===== config.mk =====
export PLATFORM = sky130hd
export DESIGN_NAME = wb_demux_regbank
export DESIGN_NICKNAME = d
export VERILOG_FILES = /design/src/rtl/wb_demux_regbank.sv
export SDC_FILE = /design/constraint.sdc
export NUM_CORES = 1
export LEC_CHECK = 0
export BUFFER_PORTS_ARGS = -buffer_cell sky130_fd_sc_hd__buf_4
export CORE_MARGIN = 5
export CORE_UTILIZATION = 56
export DETAILED_ROUTE_END_ITERATION = 12
export PLACE_DENSITY = 0.85
export SLEW_MARGIN = 15
export SYNTH_ARGS = -nofsm -noshare
export SYNTH_HDL_FRONTEND = slang
export SYNTH_SLANG_ARGS = --single-unit

===== constraint.sdc =====
create_clock -name Clk -period 3.2 [get_ports Clk]
set_input_delay 0.64 -clock Clk [delete_from_list [all_inputs] [get_ports Clk]]
set_output_delay 0.64 -clock Clk [all_outputs]
set_load 0.05 [all_outputs]

===== src/rtl/wb_demux_regbank.sv =====
// wb_demux_regbank: buffered write demux into an 8x8 register bank (optional macro REGBANK_R0_ZERO_EN hardwires Reg0 to zero)
module wb_demux_regbank #(
    parameter int FIFO_DEPTH = 2
) (
    input  logic       Clk,
    input  logic       Rst_n,
    input  logic       WrValid,
    input  logic [2:0] WrSel,
    input  logic [7:0] WrData,
    output logic       WrReady,
    input  logic       Hold,
    output logic [7:0] Reg0,
    output logic [7:0] Reg1,
    output logic [7:0] Reg2,
    output logic [7:0] Reg3,
    output logic [7:0] Reg4,
    output logic [7:0] Reg5,
    output logic [7:0] Reg6,
    output logic [7:0] Reg7,
    output logic [7:0] WrEnOneHot,
    output logic [7:0] Pending
);
    localparam int PW = (FIFO_DEPTH > 2) ? 2 : 1;
    localparam int CW = PW + 1;

    logic [10:0]   mem_q [FIFO_DEPTH];
    logic [10:0]   mem_d [FIFO_DEPTH];
    logic [PW-1:0] wr_ptr_q, wr_ptr_d, rd_ptr_q, rd_ptr_d, off;
    logic [CW-1:0] count_q, count_d;
    logic [7:0]    reg_q [8];
    logic [7:0]    reg_d [8];
    logic [7:0]    wr_en_q, wr_en_d, dec;
    logic [10:0]   head;
    logic          push, pop;

    assign WrReady    = count_q < CW'(FIFO_DEPTH);
    assign WrEnOneHot = wr_en_q;
    assign Reg0 = reg_q[0];
    assign Reg1 = reg_q[1];
    assign Reg2 = reg_q[2];
    assign Reg3 = reg_q[3];
    assign Reg4 = reg_q[4];
    assign Reg5 = reg_q[5];
    assign Reg6 = reg_q[6];
    assign Reg7 = reg_q[7];

    // next-state: push/pop the FIFO and write the popped entry into its one-hot target
    always_comb begin
        push     = WrValid && WrReady;
        pop      = !Hold && count_q != '0;
        head     = mem_q[rd_ptr_q];
        dec      = pop ? (8'b1 << head[10:8]) : 8'h00;
`ifdef REGBANK_R0_ZERO_EN
        dec[0]   = 1'b0;
`endif
        wr_ptr_d = wr_ptr_q + PW'(push);
        rd_ptr_d = rd_ptr_q + PW'(pop);
        count_d  = count_q + CW'(push) - CW'(pop);
        mem_d    = mem_q;
        if (push) mem_d[wr_ptr_q] = {WrSel, WrData};
        reg_d    = reg_q;
        for (int i = 0; i < 8; i++)
            if (dec[i]) reg_d[i] = head[7:0];
        wr_en_d  = dec;
    end

    // pending mask: OR of decoded targets over entries between read pointer and occupancy
    always_comb begin
        Pending = 8'h00;
        off     = '0;
        for (int i = 0; i < FIFO_DEPTH; i++) begin
            off = PW'(i) - rd_ptr_q;
            if (CW'(off) < count_q) Pending = Pending | (8'b1 << mem_q[i][10:8]);
        end
    end

    // FIFO storage needs no reset; occupancy gates every use of it
    always_ff @(posedge Clk) begin
        mem_q <= mem_d;
    end

    // control and bank state with synchronous active-low reset dominating everything
    always_ff @(posedge Clk) begin
        if (!Rst_n) begin
            wr_ptr_q <= '0;
            rd_ptr_q <= '0;
            count_q  <= '0;
            wr_en_q  <= 8'h00;
            for (int i = 0; i < 8; i++) reg_q[i] <= 8'h00;
        end else begin
            wr_ptr_q <= wr_ptr_d;
            rd_ptr_q <= rd_ptr_d;
            count_q  <= count_d;
            wr_en_q  <= wr_en_d;
            reg_q    <= reg_d;
        end
    end
endmodule


==> out/results.ini <==
[route]
drc = 0
vias = 2789
wl_per_cell_um = 17.2
first_iter_violations = 172
drt_first_pass_iters = 4
drt-total-wl_um = 8790
drt-vias-per-instance = 5.46
ant_nets = 0

[sta]
max_freq_mhz = 384
tightest_slew_ns = 0.889
fin_skew_ns = 0.0115
min_period_over_period_pct = 81.3
fin_tns_setup_ns = 0
drv_slew = 0
rsz0062_at_grt = false
max_slew_margin_pct = 40.5
setup_viol = 0
period_needed_ns = 2.60
hold_violations = 0

[power]
p_total_mw = 2.82
power.density_mw_per_mm2 = 587
ir_drop_mv = 0.352
p_leak_nw = 1.96

[worst_setup_path]
critPathMaxStageDelay_ns = 0.61
cp_max_fo = 11
cp.arrival_ns = 1.96
critPathRequiredTime_ns = 2.56
cp_cell_sequence = a21oi_1, or2_2, o32ai_1, buf_4
path_buf_inv = 1
path_class = reg2out
rrSetupSlack_ns = 1.07
startpoint_type = flop
cp_top_family = flip-flops
critPathSlowestCell = dfxtp_1
end_kind = output port

[synthesis]
synth-warning-count = 0
ys_types = 36
synth_ff_type = dfxtp_1
syn_inst = 331
synth-seq-cells = 98
async_reset_ff_share_pct = 0
avgSynthCellArea_um2 = 11.6
ys_seq_area_share_pct = 57.0
synth_edf_count = 22
syn_nets = 348
syn_area_mm2 = 0.00383

[global_route]
grt_pass1_vias = 2796
antenna_found_initial = 0
grt-ovfl-total = 0
grt_max_degree = 41
grt.total_usage_pct = 21.0
grt_pass1_wl_um = 14000

[cts]
clk_latency_ns = 0.36
cts_root_buffer = clkbuf_8
numCtsBuffers = 9
cts_resized = 0
postCtsSetupBuffers = 0
htreeDepth = 3
cts.sink_count = 98
ctsLongestPathBuffers = 2
cts_tree = yes
cts-hold-fix-buffers = 0
cts.reportedPaths.clkPinSlew_ns = 0.10

[placement]
io_buffers = 95
hpwl_um = 6410
place_congestion = 0.857

[floorplanning]
die_h_um = 92.7
start_util_pct = 57.0
die_area_mm2 = 0.00860
chipWidth_um = 92.7
rows = 30
core_mm2 = 0.00672
pin_count = 96

[hold_path]
hold_class = reg2reg

[outcome]
status = complete, no violations

[cells_and_area]
nets = 443
diodes = 0
drive_gt1_share_pct = 32.3
area_growth_pct = 25.2
nFillCells = 498

[job]
maxCapViolations = 0

-- final cells by class --
type	instances	area, µm²	area share (%)
timing repair buffer	98	736	15.3
clock buffer	10	138	2.87
tap	80	100	2.09
sequential	98	2180	45.5
inverter	4	15.0	0.313
clock inverter	6	55.1	1.15
multi-input combinational	215	1570	32.8
-- final timing paths --
kind                                            from              endpoint  cells past startpoint
worst min register to register  Reg3[1]$_SDFFE_PN0P_  Reg3[1]$_SDFFE_PN0P_                      2
worst max-delay path             rd_ptr_q$_SDFF_PN0_            Pending[0]                      4
worst max register to register   rd_ptr_q$_SDFF_PN0_  Reg2[6]$_SDFFE_PN0P_                      4
worst min-delay path            Reg3[1]$_SDFFE_PN0P_  Reg3[1]$_SDFFE_PN0P_                      2
-- power by group --
group | leakage [nW] | total (mW) | internal [mW] | switching (mW)
Combinational | 1.04 | 0.656 | 0.224 | 0.432
Clock | 0.0998 | 0.753 | 0.321 | 0.433
Sequential | 0.819 | 1.41 | 1.34 | 0.0642
Total | 1.96 | 2.82 | 1.89 | 0.929
-- routing by layer --
layer | part of all wire, % | routed length, µm | GRT usage, % | vias up
li1 | - | - | - | 1336
met1 | 43 | 3760 | 26.5 | 1338
met2 | 50 | 4400 | 35.4 | 99
met3 | 4.8 | 419 | 3.01 | 16
met4 | 2.4 | 214 | 10.0 | 0
met5 | 0 | 0 | 0 | -
-- stage by stage --
step                      hold slack [ns]  worst slack, ns  instance area (µm²)  util (%)  instances
final                               0.464            0.599                 4800      71.4        511
after global routing                0.448            0.480                 4800      71.4        511
after CTS                           0.457            0.606                 4800      71.4        511
after detailed placement            0.448             1.00                 4610      68.5        495
after global placement              0.445             1.08                 4610      68.5        495
after floorplan                     0.536            0.229                 3830         -        331
-- state kept, by name, summed over array words and instances (netlist names) --
register and count:
WrEnOneHot 8, Reg5 8, rd_ptr_q 1, Reg6 8
Reg1 8, Reg2 8, Reg3 8, Reg7 8
Reg0 8, Reg4 8, mem_q 22, count_q 2
wr_ptr_q 1
-- synthesized netlist by cell type, types with 3 or more instances --
| cell | number | share of area, % |
|---|---|---|
| nand3_1 | 3 | 0.39 |
| clkbuf_1 | 9 | 0.88 |
| nand3b_1 | 3 | 0.59 |
| buf_2 | 4 | 0.52 |
| o22ai_1 | 7 | 1.1 |
| dfxtp_1 | 76 | 40 |
| and2_1 | 5 | 0.82 |
| mux2i_1 | 64 | 17 |
| mux2_2 | 8 | 2.4 |
| a211oi_4 | 6 | 3.1 |
| edfxtp_1 | 22 | 17 |
| nor2_1 | 10 | 0.98 |
| inv_1 | 4 | 0.39 |
| nand2_1 | 75 | 7.3 |
| nand2b_1 | 3 | 0.49 |
| nor2b_1 | 3 | 0.49 |
-- worst reg2reg max path: cells and delay by family, from the launching register on --
kind | cells | cell delay (ns)
AO/OA/AOI/OAI | 1 | 0.53
buffers and inverters | 1 | 0.28
flip-flops | 1 | 0.61
multiplexers | 2 | 0.65
-- cell families (layout without fill, tap and decap cells) --
group / count (synthesis) / in the layout / share of synthesized area (%)
and+or+nand+nor: 114 / 114 / 13.6
adders and majority gates: 2 / 2 / 0.653
buffers and inverters: 18 / 118 / 1.99
xor gates and xnor gates: 1 / 1 / 0.229
DFF: 98 / 98 / 57.0
AOI/OAI and AO/OA: 24 / 24 / 6.56
muxes: 74 / 74 / 20.1
-- layout by cell type (no fill, tap or decap), types with 2 or more instances in the layout --
master | synthesis | layout
o211ai_2 | 2 | 2
or2_2 | 2 | 2
o21bai_1 | 2 | 2
dfxtp_1 | 76 | 76
inv_1 | 4 | 4
mux2_2 | 8 | 8
nand3b_1 | 3 | 3
o21ai_0 | 2 | 2
clkinv_4 | 0 | 2
o32ai_1 | 2 | 2
or3b_4 | 2 | 2
nor2_1 | 10 | 10
nand3_1 | 3 | 3
o22ai_1 | 7 | 7
inv_6 | 0 | 3
nor2b_1 | 3 | 3
and2_1 | 5 | 5
nand2b_1 | 3 | 3
edfxtp_1 | 22 | 22
a211oi_4 | 6 | 6
nand2_1 | 75 | 75
ha_1 | 2 | 2
mux2i_1 | 64 | 64
clkbuf_8 | 0 | 10
nor3_1 | 2 | 2
buf_4 | 1 | 98
a21oi_1 | 2 | 2
(Power assumes the default switching activity.)
